[src/rtl/fft_r2_stage_feeder_if.sv]
// rtl/fft_r2_stage_feeder_if.sv - sample-in / butterfly-pair-out bus of the radix-2 DIF stage feeder
interface fft_r2_stage_feeder_if #(
    parameter int WIDTH    = 16,
    parameter int TW_WIDTH = 10
);
    logic                       i_valid;
    logic signed [WIDTH-1:0]    i_real;
    logic signed [WIDTH-1:0]    i_imag;
    logic signed [WIDTH-1:0]    a_real;
    logic signed [WIDTH-1:0]    a_imag;
    logic signed [WIDTH-1:0]    b_real;
    logic signed [WIDTH-1:0]    b_imag;
    logic signed [TW_WIDTH-1:0] twiddle_real;
    logic signed [TW_WIDTH-1:0] twiddle_imag;
    logic                       o_valid;
    logic                       o_last;

    modport master (
        output i_valid, i_real, i_imag,
        input  a_real, a_imag, b_real, b_imag, twiddle_real, twiddle_imag, o_valid, o_last
    );

    modport slave (
        input  i_valid, i_real, i_imag,
        output a_real, a_imag, b_real, b_imag, twiddle_real, twiddle_imag, o_valid, o_last
    );
endinterface

[src/rtl/fft_r2_stage_feeder.sv]
// rtl/fft_r2_stage_feeder.sv - radix-2 DIF stage feeder pairing x[k], x[k+N/2] with W^k
// Optional block sync (i_sop/o_err) enabled by defining FEEDER_BLOCK_SYNC_EN.
module fft_r2_stage_feeder #(
    parameter int WIDTH    = 16,
    parameter int TW_WIDTH = 10,
    parameter int N_POINTS = 16
) (
    input  logic                          clk,
    input  logic                          rst,
`ifdef FEEDER_BLOCK_SYNC_EN
    input  logic                          i_sop,
    output logic                          o_err,
`endif
    fft_r2_stage_feeder_if.slave          bus,
    output logic [$clog2(N_POINTS)-2:0]   tw_addr,
    input  logic signed [TW_WIDTH-1:0]    tw_rd_real,
    input  logic signed [TW_WIDTH-1:0]    tw_rd_imag
);
    localparam int CW   = $clog2(N_POINTS) - 1;
    localparam int HALF = N_POINTS / 2;
    localparam logic [CW-1:0] CNT_LAST = CW'(HALF - 1);

    typedef enum logic {FILL, PAIR} state_t;

    logic [2*WIDTH-1:0]    buf_mem [HALF];
    state_t                state_q, state_d;
    logic [CW-1:0]         cnt_q, cnt_d;
    logic [CW-1:0]         tw_addr_q, tw_addr_d;
    logic [CW-1:0]         wr_addr;
    logic                  wr_en, pair_go;
    logic [2*WIDTH-1:0]    s1_a_q, s1_a_d, s1_b_q, s1_b_d;
    logic [2*WIDTH-1:0]    a_q, a_d, b_q, b_d;
    logic [2*TW_WIDTH-1:0] tw_q, tw_d;
    logic                  s1_valid_q, s1_valid_d, s1_last_q, s1_last_d;
    logic                  o_valid_q, o_valid_d, o_last_q, o_last_d;
`ifdef FEEDER_BLOCK_SYNC_EN
    logic                  err_q, err_d;
`endif

    always_comb begin
        state_d = state_q;
        cnt_d   = cnt_q;
        wr_en   = 1'b0;
        wr_addr = cnt_q;
        pair_go = 1'b0;
        if (bus.i_valid) begin
            cnt_d   = cnt_q + CW'(1);
            wr_en   = (state_q == FILL);
            pair_go = (state_q == PAIR);
            if (cnt_q == CNT_LAST) begin
                state_d = (state_q == FILL) ? PAIR : FILL;
            end
        end
`ifdef FEEDER_BLOCK_SYNC_EN
        err_d = 1'b0;
        // A start-of-packet sample restarts the block as x[0]; flag it if it cut a block short.
        if (bus.i_valid && i_sop) begin
            cnt_d   = CW'(1);
            state_d = FILL;
            wr_en   = 1'b1;
            wr_addr = '0;
            pair_go = 1'b0;
            err_d   = (cnt_q != '0) || (state_q == PAIR);
        end
`endif
        // Stage 1: buffer read and twiddle address launch; ROM data lines up one cycle later.
        s1_a_d     = pair_go ? buf_mem[cnt_q] : s1_a_q;
        s1_b_d     = pair_go ? {bus.i_real, bus.i_imag} : s1_b_q;
        tw_addr_d  = pair_go ? cnt_q : tw_addr_q;
        s1_valid_d = pair_go;
        s1_last_d  = pair_go && (cnt_q == CNT_LAST);

        a_d       = s1_valid_q ? s1_a_q : a_q;
        b_d       = s1_valid_q ? s1_b_q : b_q;
        tw_d      = s1_valid_q ? {tw_rd_real, tw_rd_imag} : tw_q;
        o_valid_d = s1_valid_q;
        o_last_d  = s1_valid_q && s1_last_q;
    end

    always_ff @(posedge clk) begin
        if (wr_en) begin
            buf_mem[wr_addr] <= {bus.i_real, bus.i_imag};
        end
    end

    always_ff @(posedge clk) begin
        if (rst) begin
            state_q    <= FILL;
            cnt_q      <= '0;
            tw_addr_q  <= '0;
            s1_a_q     <= '0;
            s1_b_q     <= '0;
            s1_valid_q <= 1'b0;
            s1_last_q  <= 1'b0;
            a_q        <= '0;
            b_q        <= '0;
            tw_q       <= '0;
            o_valid_q  <= 1'b0;
            o_last_q   <= 1'b0;
`ifdef FEEDER_BLOCK_SYNC_EN
            err_q      <= 1'b0;
`endif
        end else begin
            state_q    <= state_d;
            cnt_q      <= cnt_d;
            tw_addr_q  <= tw_addr_d;
            s1_a_q     <= s1_a_d;
            s1_b_q     <= s1_b_d;
            s1_valid_q <= s1_valid_d;
            s1_last_q  <= s1_last_d;
            a_q        <= a_d;
            b_q        <= b_d;
            tw_q       <= tw_d;
            o_valid_q  <= o_valid_d;
            o_last_q   <= o_last_d;
`ifdef FEEDER_BLOCK_SYNC_EN
            err_q      <= err_d;
`endif
        end
    end

    assign tw_addr          = tw_addr_q;
    assign bus.a_real       = a_q[2*WIDTH-1:WIDTH];
    assign bus.a_imag       = a_q[WIDTH-1:0];
    assign bus.b_real       = b_q[2*WIDTH-1:WIDTH];
    assign bus.b_imag       = b_q[WIDTH-1:0];
    assign bus.twiddle_real = tw_q[2*TW_WIDTH-1:TW_WIDTH];
    assign bus.twiddle_imag = tw_q[TW_WIDTH-1:0];
    assign bus.o_valid      = o_valid_q;
    assign bus.o_last       = o_last_q;
`ifdef FEEDER_BLOCK_SYNC_EN
    assign o_err            = err_q;
`endif
endmodule
[src/flat_wrapper.sv]
// flat-port wrapper written by rule: the top's interface ports become plain ports
module fft_r2_stage_feeder_flat 
#(
    parameter int WIDTH    = 16,
    parameter int TW_WIDTH = 10,
    parameter int N_POINTS = 16
)
  (clk, rst, tw_addr, tw_rd_real, tw_rd_imag, bus_i_valid, bus_i_real, bus_i_imag, bus_a_real, bus_a_imag, bus_b_real, bus_b_imag, bus_twiddle_real, bus_twiddle_imag, bus_o_valid, bus_o_last);
  fft_r2_stage_feeder_if #(.WIDTH(WIDTH), .TW_WIDTH(TW_WIDTH)) bus_i ();
  input  logic clk;
  input  logic rst;
  output logic [$clog2(N_POINTS)-2:0] tw_addr;
  input  logic signed [TW_WIDTH-1:0] tw_rd_real;
  input  logic signed [TW_WIDTH-1:0] tw_rd_imag;
  input wire logic [$bits(bus_i.i_valid)-1:0] bus_i_valid;
  input wire logic [$bits(bus_i.i_real)-1:0] bus_i_real;
  input wire logic [$bits(bus_i.i_imag)-1:0] bus_i_imag;
  output wire logic [$bits(bus_i.a_real)-1:0] bus_a_real;
  output wire logic [$bits(bus_i.a_imag)-1:0] bus_a_imag;
  output wire logic [$bits(bus_i.b_real)-1:0] bus_b_real;
  output wire logic [$bits(bus_i.b_imag)-1:0] bus_b_imag;
  output wire logic [$bits(bus_i.twiddle_real)-1:0] bus_twiddle_real;
  output wire logic [$bits(bus_i.twiddle_imag)-1:0] bus_twiddle_imag;
  output wire logic [$bits(bus_i.o_valid)-1:0] bus_o_valid;
  output wire logic [$bits(bus_i.o_last)-1:0] bus_o_last;
  assign bus_i.i_valid = bus_i_valid;
  assign bus_i.i_real = bus_i_real;
  assign bus_i.i_imag = bus_i_imag;
  assign bus_a_real = bus_i.a_real;
  assign bus_a_imag = bus_i.a_imag;
  assign bus_b_real = bus_i.b_real;
  assign bus_b_imag = bus_i.b_imag;
  assign bus_twiddle_real = bus_i.twiddle_real;
  assign bus_twiddle_imag = bus_i.twiddle_imag;
  assign bus_o_valid = bus_i.o_valid;
  assign bus_o_last = bus_i.o_last;
  fft_r2_stage_feeder #(.WIDTH(WIDTH), .TW_WIDTH(TW_WIDTH), .N_POINTS(N_POINTS)) u_core (.clk(clk), .rst(rst), .bus(bus_i), .tw_addr(tw_addr), .tw_rd_real(tw_rd_real), .tw_rd_imag(tw_rd_imag));
endmodule
[config.mk]
export PLATFORM = sky130hd
export DESIGN_NAME = fft_r2_stage_feeder_flat
export DESIGN_NICKNAME = d
export VERILOG_FILES = /design/src/rtl/fft_r2_stage_feeder_if.sv /design/src/rtl/fft_r2_stage_feeder.sv /design/src/flat_wrapper.sv
export SDC_FILE = /design/constraint.sdc
export NUM_CORES = 1
export LEC_CHECK = 0
export ABC_CLOCK_PERIOD_IN_PS = 5300
export BUFFER_PORTS_ARGS = -buffer_cell sky130_fd_sc_hd__clkbuf_2
export CAP_MARGIN = 20
export CORE_ASPECT_RATIO = 1.1
export CORE_MARGIN = 2
export CORE_UTILIZATION = 50
export DETAILED_ROUTE_END_ITERATION = 6
export PLACE_DENSITY = 0.69
export SETUP_SLACK_MARGIN = 0.2
export SLEW_MARGIN = 15
export SYNTH_ARGS = -nofsm -noshare
export SYNTH_HDL_FRONTEND = slang
export SYNTH_SLANG_ARGS = --single-unit
[constraint.sdc]
create_clock -name clk -period 5.3 [get_ports clk]
set_clock_uncertainty 0.1 [all_clocks]
set_input_delay 0.265 -clock clk [delete_from_list [all_inputs] [get_ports clk]]
set_output_delay 0.265 -clock clk [all_outputs]
set_load 0.05 [all_outputs]
==> qor.txt <==
Max VDD drop - 0.261 mV
buffer type at the clock tree root - sky130_fd_sc_hd__clkbuf_16
vias per inst - 5.34
static leakage - 6.46 nW
post-layout minimum cycle time - 2.99 ns
Die Footprint - 32400 um2
Max Freq - 334 MHz
crit-path cells - buf_4 -> mux2_2 -> a21oi_1 -> a31oi_1
initial detailed-routing violation count - 581
family with the most delay on the worst path - flip-flops
max-slew violations - 0
cell with the biggest individual delay on the critical path - sky130_fd_sc_hd__dfxtp_4
Routability Congestion - 0.718
post-synthesis cell area - 15500 um2
total global-route track usage - 0.200
max-cap violation count - 0
warning count from the yosys run - 0
Buffers on Ports - 143
kind of critical path - flop to flop
clock tree from TritonCTS - yes
critical path startpoint category - flop
number of top-level design ports - 144
estimated wirelength of the detail-placed design - 17400 um
predominant post-synthesis flop cell - sky130_fd_sc_hd__edfxtp_1
clock tree buffer depth - 3
hold slack final - 0.103 ns
synthesized net count - 1144
crit path capture type - flop
Pwr per Cell Area - 351 nW/um2
required time of the worst setup path - 5.59 ns
total DRC errors in the routed layout - 0
number of enable flip-flop cells after synthesis - 256
share of cells above drive strength 1 - 0.227
arrival time of the worst setup path - 3.29 ns
startpoint of the lowest-slack hold path - bus_i_valid
Core Region - 30500 um2
path class of the lowest-slack min-delay path - primary input to flop
critical path's largest stage delay - 1.03 ns
total buffers and inverters traversed by the critical path - 1
capturing point of the worst reg2reg path - u_core.s1_a_q[21]
Cells on Worst Hold Path - 3
post-CTS clock slew at the launch and capture registers of the worst setup and hold paths - 0.07 ns
endpoints failing setup - 0
synthesized instance count - 1087
number of register bits inferred by synthesis - 415
Design Power - 6.41 mW
Core Rows - 67
average routed wire per standard cell - 18.9 um
first-pass iteration count of the detailed router - 5
result of the run - completed
setup repair after global routing missed its margin - no
Post-CTS Setup Inserts - 0
Relative slew margins - 0.258
fraction of the yosys area taken by sequential cells - 0.702
number of CTS-inserted buffers - 41
share of flip-flops with an asynchronous set or reset after synthesis - 0
clock latency on the worst-skew pair - 0.53 ns
wire length of the first global-routing pass - 50200 um
H-tree lvl count - 2
count of different cell masters after synthesis - 28
Final Hold Viols - 0
residual antenna-violating net count after detailed routing - 0
fin nets - 1320
Mapped Avg Cell Area - 14.2 um2
vias in the first global route - 9075
total negative slack for setup checks - 0 ns
most common library cell in the layout ignoring fill and taps - sky130_fd_sc_hd__edfxtp_1
clock net sink count - 415
largest net degree at the start of global routing - 71
launching point of the worst reg2reg path - u_core.cnt_q[0]
antenna violations before repair - 1
number of cells on the worst reg-to-reg path - 4
die width - 172 um
Starting Density - 0.507
highest fanout seen on the critical path - 70
post-detailed-routing wire length - 32200 um
via total after detailed routing - 9116
slew at the pin closest to its max-slew limit - 1.11 ns
Hold Path End - u_core.cnt_q[1]
overall die height - 189 um
commonest cells after routing, fill and taps aside - 256 x sky130_fd_sc_hd__edfxtp_1, 157 x sky130_fd_sc_hd__dfxtp_1, 150 x sky130_fd_sc_hd__mux2i_1, 142 x sky130_fd_sc_hd__clkbuf_2, 105 x sky130_fd_sc_hd__nand2_1
final period utilization - 0.565
Area Growth Syn to Fin - 18.1%
Congestion Overflow GR - 0
R2R setup slack - 2.31 ns
[through the flow]
stage | utilization | instance area [um2] | cells | setup slack, ns
final | 0.599 | 18300 | 1708 | 2.31
after global routing | 0.599 | 18300 | 1708 | 2.17
after CTS | 0.598 | 18300 | 1706 | 2.27
after global placement | 0.538 | 16400 | 1577 | 2.25
after detailed placement | 0.541 | 16500 | 1581 | 2.27
after floorplan | - | 15500 | 1087 | 0.678
[cells by family after synthesis]
family | synth area share
buffers and inverters | 0.0291
DFF | 0.702
adders and majority gates | 0.00162
AOI/OAI and AO/OA | 0.0685
and+or+nand+nor | 0.0546
muxes | 0.144
xor gates and xnor gates | 0.000566
[cell type report]
cell class | count | area, um2
fill | 2402 | 12200
tap | 414 | 518
antenna | 1 | 2.50
clock inverter | 14 | 75.1
multi-input combinational | 596 | 4250
sequential | 415 | 10900
timing repair buffer | 209 | 1430
clock buffer | 59 | 1130
[where the power goes]
part           switching, mW  internal, mW  leakage (nW)
Clock                   1.15          1.49         0.591
Combinational          0.153         0.127          2.26
Sequential            0.0278          3.47          3.61
[how the worst max path moves through the flow]
stage	start	endpoint	slack, ns	cells after the start
floorplan	u_core.cnt_q[0]	u_core.buf_mem[0][0]	0.68	5
global placement	u_core.cnt_q[0]	u_core.buf_mem[5][23]	2.25	2
detailed placement	u_core.cnt_q[0]	u_core.buf_mem[3][23]	2.27	2
CTS	u_core.cnt_q[0]	u_core.buf_mem[3][23]	2.27	2
global route	u_core.cnt_q[0]	u_core.s1_a_q[22]	2.17	4
finish	u_core.cnt_q[0]	u_core.s1_a_q[21]	2.31	4
[metal layers]
layer  up-vias  global-route usage  wire length (um)
met2       209               0.335             15900
met4         0              0.0495               531
met5         -                   0                 0
li1       4315                   -                 -
met3        44              0.0298              1480
met1      4548               0.276             14400
[sequential cells by signal, indices dropped and copies added (netlist names)]
| signal | cells |
|---|---|
| u_core.buf_mem | 256 |
| u_core.a_q | 32 |
| u_core.b_q | 32 |
| u_core.s1_a_q | 32 |
| u_core.s1_b_q | 32 |
| u_core.tw_q | 20 |
| u_core.cnt_q | 3 |
| u_core.tw_addr | 3 |
| u_core.bus.o_last | 1 |
| u_core.bus.o_valid | 1 |
| u_core.o_valid_d | 1 |
| u_core.s1_last_q | 1 |
| u_core.state_q | 1 |
[Yosys cell counts (3+ instances only)]
cell                       instances  area [um2]
sky130_fd_sc_hd__clkbuf_1         20        75.1
sky130_fd_sc_hd__nor2_1           95         357
sky130_fd_sc_hd__a31oi_1          32         200
sky130_fd_sc_hd__and2_1            3        18.8
sky130_fd_sc_hd__dfxtp_1         159        3180
sky130_fd_sc_hd__nand2_1         106         398
sky130_fd_sc_hd__edfxtp_1        256        7690
sky130_fd_sc_hd__o21bai_1         32         240
sky130_fd_sc_hd__buf_1             4        15.0
sky130_fd_sc_hd__o22a_1           31         272
sky130_fd_sc_hd__mux2i_1         150        1500
sky130_fd_sc_hd__a21oi_1          68         340
sky130_fd_sc_hd__mux2_2           64         721
sky130_fd_sc_hd__buf_2            32         160
sky130_fd_sc_hd__nor2b_1           3        18.8
sky130_fd_sc_hd__buf_6            12         135
sky130_fd_sc_hd__buf_4             6        45.0
[worst register-to-register path, delay by kind of cell, from the launching register on]
family / cells / cell delay [ns]
compound gates: 2 / 0.27
buf+inv: 1 / 1.02
flops: 1 / 1.03
mux: 1 / 0.46
[timing repair]
item	in CTS	in global routing
resized for setup	0	0
hold endpoints to repair	298	0
endpoints found under the setup margin	0	0
hold buffers	52	0
Note: power is estimated with default switching activity, not from simulation.
